===== config.mk =====
export PLATFORM = sky130hd
export DESIGN_NAME = johnson_decoder_monitor_flat
export DESIGN_NICKNAME = d
export VERILOG_FILES = /design/src/rtl/johnson_decoder_monitor_if.sv /design/src/rtl/johnson_decoder_monitor.sv /design/src/flat_wrapper.sv
export SDC_FILE = /design/constraint.sdc
export NUM_CORES = 1
export LEC_CHECK = 0
export CAP_MARGIN = 15
export CORE_ASPECT_RATIO = 1.1
export CORE_MARGIN = 5
export CORE_UTILIZATION = 54
export CTS_CLUSTER_SIZE = 14
export DETAILED_ROUTE_END_ITERATION = 6
export GPL_ROUTABILITY_DRIVEN = 1
export PLACE_DENSITY = 0.8
export SLEW_MARGIN = 20
export SYNTH_ARGS = -nofsm -noshare
export SYNTH_HDL_FRONTEND = slang
export SYNTH_SLANG_ARGS = --single-unit

===== constraint.sdc =====
create_clock -name clk -period 3.8 [get_ports clk]
set_clock_uncertainty 0.2 [all_clocks]
set_input_delay 1.14 -clock clk [delete_from_list [all_inputs] [get_ports clk]]
set_output_delay 1.14 -clock clk [all_outputs]
set_load 0.005 [all_outputs]

===== src/rtl/johnson_decoder_monitor_if.sv =====
// Johnson code link: the sequencer drives code_in/code_valid, the monitor returns
// decoded index, one-hot and health status.
interface johnson_decoder_monitor_if #(
    parameter int unsigned WIDTH     = 4,
    parameter int unsigned ERR_CNT_W = 8
);
    localparam int unsigned N    = 2 * WIDTH;
    localparam int unsigned IdxW = $clog2(N);

    logic [WIDTH-1:0]     code_in;
    logic                 code_valid;
    logic [IdxW-1:0]      index_out;
    logic [N-1:0]         onehot_out;
    logic                 out_valid;
    logic                 code_legal;
    logic                 step_err;
    logic                 dir;
    logic                 locked;
    logic [ERR_CNT_W-1:0] err_count;

    modport master (
        output code_in, code_valid,
        input  index_out, onehot_out, out_valid, code_legal, step_err, dir, locked, err_count
    );

    modport slave (
        input  code_in, code_valid,
        output index_out, onehot_out, out_valid, code_legal, step_err, dir, locked, err_count
    );
endinterface


===== src/rtl/johnson_decoder_monitor.sv =====
// Decodes a sampled Johnson code, checks that successive codes step by +/-1 (mod 2*WIDTH),
// tracks direction lock and keeps a saturating error count. All outputs registered.
module johnson_decoder_monitor #(
    parameter int unsigned WIDTH      = 4,
    parameter int unsigned LOCK_COUNT = 4,
    parameter int unsigned ERR_CNT_W  = 8
) (
    input logic                      clk,
    input logic                      rst,
    johnson_decoder_monitor_if.slave bus
);
    localparam int unsigned N    = 2 * WIDTH;
    localparam int unsigned IdxW = $clog2(N);
    localparam int unsigned CntW = $clog2(LOCK_COUNT + 1);

    typedef enum logic [1:0] {StUnlocked, StAcquire, StLocked} state_e;

    // Index k <= WIDTH fills ones from the MSB; beyond that ones drain from the MSB.
    function automatic logic [WIDTH-1:0] johnson_code(input int unsigned k);
        logic [WIDTH-1:0] ones;
        ones = '1;
        if (k <= WIDTH) return ~(ones >> k);
        return ones >> (k - WIDTH);
    endfunction

    state_e               state_q, state_d;
    logic [IdxW-1:0]      index_q, index_d;
    logic [N-1:0]         onehot_q, onehot_d;
    logic                 out_valid_q, out_valid_d;
    logic                 legal_q, legal_d;
    logic                 step_err_q, step_err_d;
    logic                 dir_q, dir_d;
    logic                 locked_q, locked_d;
    logic [ERR_CNT_W-1:0] err_count_q, err_count_d;
    logic [IdxW-1:0]      prev_idx_q, prev_idx_d;
    logic                 prev_valid_q, prev_valid_d;
    logic [CntW-1:0]      acq_cnt_q, acq_cnt_d;

    logic [IdxW-1:0] dec_idx;
    logic            dec_legal;
    logic [IdxW-1:0] idx_inc, idx_dec;
    logic            is_fwd, is_bwd, is_err, is_step;
    logic [CntW-1:0] cnt_next;

    always_comb begin
        dec_idx   = '0;
        dec_legal = 1'b0;
        for (int unsigned k = 0; k < N; k++) begin
            if (bus.code_in == johnson_code(k)) begin
                dec_idx   = IdxW'(k);
                dec_legal = 1'b1;
            end
        end
    end

    assign idx_inc = (prev_idx_q == IdxW'(N - 1)) ? '0 : prev_idx_q + 1'b1;
    assign idx_dec = (prev_idx_q == '0) ? IdxW'(N - 1) : prev_idx_q - 1'b1;

    always_comb begin
        state_d      = state_q;
        index_d      = index_q;
        onehot_d     = onehot_q;
        out_valid_d  = 1'b0;
        legal_d      = legal_q;
        step_err_d   = 1'b0;
        dir_d        = dir_q;
        locked_d     = locked_q;
        err_count_d  = err_count_q;
        prev_idx_d   = prev_idx_q;
        prev_valid_d = prev_valid_q;
        acq_cnt_d    = acq_cnt_q;
        is_fwd       = 1'b0;
        is_bwd       = 1'b0;
        is_err       = 1'b0;
        is_step      = 1'b0;
        cnt_next     = '0;

        if (bus.code_valid) begin
            out_valid_d = 1'b1;
            legal_d     = dec_legal;
            if (!dec_legal) begin
                index_d      = '0;
                onehot_d     = '0;
                is_err       = 1'b1;
                prev_valid_d = 1'b0;
            end else begin
                index_d           = dec_idx;
                onehot_d          = '0;
                onehot_d[dec_idx] = 1'b1;
                prev_idx_d        = dec_idx;
                prev_valid_d      = 1'b1;
                if (prev_valid_q) begin
                    if (dec_idx == idx_inc) is_fwd = 1'b1;
                    else if (dec_idx == idx_dec) is_bwd = 1'b1;
                    else if (dec_idx != prev_idx_q) is_err = 1'b1;
                end
            end

            is_step    = is_fwd | is_bwd;
            step_err_d = is_err;
            if (is_step) dir_d = is_fwd;
            if (is_err && err_count_q != '1) err_count_d = err_count_q + 1'b1;

            // A step continues the run only if it matches the direction of the run so far.
            if (acq_cnt_q != '0 && is_fwd == dir_q) cnt_next = acq_cnt_q + 1'b1;
            else cnt_next = CntW'(1);

            unique case (state_q)
                StUnlocked, StAcquire: begin
                    if (is_err) begin
                        state_d   = StUnlocked;
                        acq_cnt_d = '0;
                    end else begin
                        state_d = StAcquire;
                        if (is_step) begin
                            acq_cnt_d = cnt_next;
                            if (cnt_next >= CntW'(LOCK_COUNT)) state_d = StLocked;
                        end
                    end
                end
                StLocked: begin
                    if (is_err || (is_step && is_fwd != dir_q)) begin
                        state_d   = StUnlocked;
                        acq_cnt_d = '0;
                    end
                end
                default: state_d = StUnlocked;
            endcase
            locked_d = (state_d == StLocked);
        end
    end

    always_ff @(posedge clk) begin
        if (rst) begin
            state_q      <= StUnlocked;
            index_q      <= '0;
            onehot_q     <= '0;
            out_valid_q  <= 1'b0;
            legal_q      <= 1'b0;
            step_err_q   <= 1'b0;
            dir_q        <= 1'b1;
            locked_q     <= 1'b0;
            err_count_q  <= '0;
            prev_idx_q   <= '0;
            prev_valid_q <= 1'b0;
            acq_cnt_q    <= '0;
        end else begin
            state_q      <= state_d;
            index_q      <= index_d;
            onehot_q     <= onehot_d;
            out_valid_q  <= out_valid_d;
            legal_q      <= legal_d;
            step_err_q   <= step_err_d;
            dir_q        <= dir_d;
            locked_q     <= locked_d;
            err_count_q  <= err_count_d;
            prev_idx_q   <= prev_idx_d;
            prev_valid_q <= prev_valid_d;
            acq_cnt_q    <= acq_cnt_d;
        end
    end

    assign bus.index_out  = index_q;
    assign bus.onehot_out = onehot_q;
    assign bus.out_valid  = out_valid_q;
    assign bus.code_legal = legal_q;
    assign bus.step_err   = step_err_q;
    assign bus.dir        = dir_q;
    assign bus.locked     = locked_q;
    assign bus.err_count  = err_count_q;
endmodule

===== src/flat_wrapper.sv =====
// flat-port wrapper written by rule: the top's interface ports become plain ports
module johnson_decoder_monitor_flat 
#(
    parameter int unsigned WIDTH      = 4,
    parameter int unsigned LOCK_COUNT = 4,
    parameter int unsigned ERR_CNT_W  = 8
)
  (clk, rst, bus_code_in, bus_code_valid, bus_index_out, bus_onehot_out, bus_out_valid, bus_code_legal, bus_step_err, bus_dir, bus_locked, bus_err_count);
  johnson_decoder_monitor_if #(.WIDTH(WIDTH), .ERR_CNT_W(ERR_CNT_W)) bus_i ();
  input logic clk;
  input logic rst;
  input wire logic [$bits(bus_i.code_in)-1:0] bus_code_in;
  input wire logic [$bits(bus_i.code_valid)-1:0] bus_code_valid;
  output wire logic [$bits(bus_i.index_out)-1:0] bus_index_out;
  output wire logic [$bits(bus_i.onehot_out)-1:0] bus_onehot_out;
  output wire logic [$bits(bus_i.out_valid)-1:0] bus_out_valid;
  output wire logic [$bits(bus_i.code_legal)-1:0] bus_code_legal;
  output wire logic [$bits(bus_i.step_err)-1:0] bus_step_err;
  output wire logic [$bits(bus_i.dir)-1:0] bus_dir;
  output wire logic [$bits(bus_i.locked)-1:0] bus_locked;
  output wire logic [$bits(bus_i.err_count)-1:0] bus_err_count;
  assign bus_i.code_in = bus_code_in;
  assign bus_i.code_valid = bus_code_valid;
  assign bus_index_out = bus_i.index_out;
  assign bus_onehot_out = bus_i.onehot_out;
  assign bus_out_valid = bus_i.out_valid;
  assign bus_code_legal = bus_i.code_legal;
  assign bus_step_err = bus_i.step_err;
  assign bus_dir = bus_i.dir;
  assign bus_locked = bus_i.locked;
  assign bus_err_count = bus_i.err_count;
  johnson_decoder_monitor #(.WIDTH(WIDTH), .LOCK_COUNT(LOCK_COUNT), .ERR_CNT_W(ERR_CNT_W)) u_core (.clk(clk), .rst(rst), .bus(bus_i));
endmodule

==> results.md <==
- Cell Chain, Critical Path: clkdlybuf4s50_1 > nor2b_2 > o221a_1 > a311oi_2 > a21oi_4 > o31a_4 > nor4b_2 > xnor2_1 > nor2_1
- Clock period minus worst slack: 3.69 ns
- Layout Nets: around 310
- DR top layer: met4
- Status: finished, final reports clean
- Critical Path RT: ~3.8 ns
- Most frequent cell after synthesis: dfxtp_1
- Synth-to-layout area growth: 31.1%
- Tot GR Track Use: a little over a fifth
- Dpl cells: between 300 and 400
- Vias in the first global route: approximately 1.8k
- RePlAce Congestion: 0.836
- Htree depth: 2
- Top Ports: 31
- Routed wl met3: between 100 and 150 um
- Area contributors post-synth: dfxtp_1, nand2b_1, a21oi_1, ha_1, nand2_1
- Final non-filler cell total: roughly 340
- R2R Path End: u_core.acq_cnt_q[0]
- CTS tree: done
- Clock latency on the worst-skew pair: between 0.2 and 0.3 ns
- Netlist Area Pre-Place: 2060 sq um
- CP delay by family, top: compound AO/OA/AOI/OAI gates
- Leakage: roughly 0.0010 uW
- R2r startpoint: u_core.prev_idx_q[1]
- CP Capture Type: flop
- DR iter-0 viols: 81
- R2R depth: 10
- DRC viols: 0
- Layout cell share with drive strength beyond 1: 20.4%
- Min-delay src: u_core.bus.locked
- Final setup viols: 0
- Syn Area/Cell: between 8 and 9 sq um
- DR pass1 iterations: 5
- Post-synth EDFFs: 0
- Port Buffers: 30
- Hold Crit Class: flop to flop
- Drt wl/cell: 14.5 um
- Worst setup SP type: input port
- Most frequent cells after synthesis: dfxtp_1, nand2_1, a21oi_1
- Cell taking the most area after synthesis: dfxtp_1
- Arrival @ worst endpoint: 3.65 ns
- Prevailing post-synth register cell: dfxtp_1
- Die W: 68.8 um
- TritonCTS Buffers: 5
- Final wirelength: 5000 um
- Met2 WL post-DR: between 2000 and 2500 um
- Slowest CP cell: clkdlybuf4s50_1
- Die area: ~5100 sq um
- Max stage delay on crit path: between 0.4 and 0.5 ns
- M1 wire length: around 2400 um
- Core Box Area: approximately 3700 sq um
- Post-detail-place hpwl: approximately 3600 um
- Antenna cell count: 0
- Post-synth ARST share: 0%
- Worst VDD drop: about 0.28 mV
- Post-synthesis sequential area ratio: about 31%
- Row count: 23
- Internal reg-to-reg setup slack: 0.33 ns
- Worst hold path stage count: 2
- Vias per cell: 5.66
- First-pass GRT wire length: just over 8000 um
- Max-slew violations: 0
- Largest net degree at the start of global routing: 31
- Fmax: 271 MHz
- Clk slew on worst S/H paths: 0.06 ns
- Via count: a little under 2k
- Worst-Margin Slew: roughly 0.56 ns
- Hold Fails Final Rpt: 0
- ANT nets after route: 0
- Worst path bufs/invs: 1
- CP Max Fanout: 8
- Hold Path End: u_core.bus.locked
- Critical path class: input port to flop
- Starting density of the core: a little under three fifths
- YS warnings: 0
- RSZ-0062 raised after global routing: false
- Final period util: between 90 and 100%
- Die Span Y: 74.7 um
- Cell variety after synth: 64
- CTS max path bufs: 2
- Max-cap violations: 0
- Cells after Synth: about 240
- Slew margin rel.: a little over three fifths
- Yosys top cell area share: roughly 31%
- Antenna violations before repair: 0
- Gr ovfl total: 0
- Hold Buf Count CTS: 0
- Tot Pwr: ~800 uW
- Clock sink count: 32
- Cell Pwr Density: ~300 nW/um^2
- #FFs+latches synth: 32
- Clock root buffer master: clkbuf_8
- Syn_nets: 257
## layer usage
layer	vias to the layer above	global-route usage, %
met4	0	9.52
met2	45	32.5
met3	17	3.13
met1	913	28.5
li1	971	-
met5	-	0
## layout by cell type (no fill, tap or decap), types with 3 or more instances in the layout
cell type / netlist / routed
nor2_1: 17 / 17
nand2_1: 21 / 21
nand3_1: 11 / 11
clkdlybuf4s50_1: 0 / 27
xnor2_1: 8 / 7
o21ai_1: 2 / 3
buf_4: 1 / 24
nor3_1: 5 / 5
nor2b_1: 10 / 8
a21oi_1: 19 / 17
inv_1: 5 / 5
nand2b_1: 16 / 16
nor4_1: 3 / 3
ha_1: 7 / 7
o21ai_0: 6 / 5
clkbuf_8: 0 / 6
nor4b_1: 3 / 3
and2_1: 3 / 3
mux2i_1: 5 / 5
dfxtp_1: 32 / 32
## worst register-to-register path, cell delays in order (launching register included)
cell and delay (ns):
dfxtp_1 0.47, inv_1 0.13, ha_1 0.43, or3b_4 0.44, a2111oi_4 0.37, a311oi_2 0.11, a211o_1 0.37, or2_0 0.21
and3_4 0.15, a2111oi_2 0.35, mux2_1 0.20
## stage by stage
| stage | instance area, sq um | setup TNS (ns) | utilization, % | setup slack (ns) | hold slack [ns] |
|---|---|---|---|---|---|
| 6_report | 2700 | 0 | 73.8 | 0.108 | 0.246 |
| 5_1_grt | 2700 | 0 | 73.8 | 0.0141 | 0.274 |
| 4_1_cts | 2630 | 0 | 71.8 | 0.0358 | 0.247 |
| 3_5_place_dp | 2520 | -5.18 | 69.0 | -0.472 | 0.236 |
| 3_3_place_gp | 2520 | -3.72 | 69.0 | -0.324 | 0.236 |
| 2_1_floorplan | 2060 | 0 | - | 0.380 | 0.239 |
## repair_timing
item / in CTS / in global routing
pin swaps: 2 / 4
gates cloned: 0 / 1
gates resized for setup: 5 / 13
setup endpoints to repair: 10 / 10
setup buffers: 0 / 2
## sequential cells by signal, indices dropped and copies added, names as in the netlist
signal and count:
u_core.bus.step_err 1, u_core.bus.dir 1, u_core.bus.locked 1, u_core.bus.onehot_out 8
u_core.prev_valid_q 1, u_core.bus.err_count 8, u_core.bus.index_out 3, u_core.bus.out_valid 1
u_core.state_q 2, u_core.prev_idx_q 3, u_core.acq_cnt_q 3
## layout make-up
| class | instances | area, sq um |
|---|---|---|
| Fill cell | 289 | 958 |
| Tap cell | 50 | 62.6 |
| Clock buffer | 6 | 82.6 |
| Timing Repair Buffer | 56 | 497 |
| Multi-Input combinational cell | 193 | 1390 |
| Sequential cell | 32 | 641 |
| Inverter | 5 | 18.8 |
| Clock inverter | 2 | 10.0 |
## kinds of logic after synthesis
family	share of synthesized area, %
AND/OR/NAND/NOR	34.9
XOR/XNOR	4.26
adder cells (fa/ha/maj)	4.26
AO/OA/AOI/OAI	17.6
multiplexers	3.53
flip-flops	31.1
buffers and inverters	4.38
## power by group
| part | internal (uW) | switching (uW) |
|---|---|---|
| Sequential | 345 | 10.4 |
| Combinational | 81.4 | 86.9 |
| Clock | 144 | 128 |
| Total | 571 | 225 |
## how the worst max path moves through the flow
| stage | from | end | slack [ns] | depth (start not counted) |
|---|---|---|---|---|
| finish | bus_code_in[1] | u_core.bus.err_count[4] | 0.11 | 9 |
| global route | bus_code_in[1] | u_core.bus.err_count[7] | 0.01 | 9 |
| CTS | bus_code_in[2] | u_core.acq_cnt_q[0] | 0.04 | 11 |
| detailed placement | bus_code_in[0] | u_core.bus.err_count[1] | -0.47 | 9 |
| global placement | bus_code_in[0] | u_core.bus.err_count[1] | -0.32 | 9 |
| floorplan | bus_code_in[1] | u_core.acq_cnt_q[0] | 0.38 | 8 |
Power figures use the tool's default switching activity.
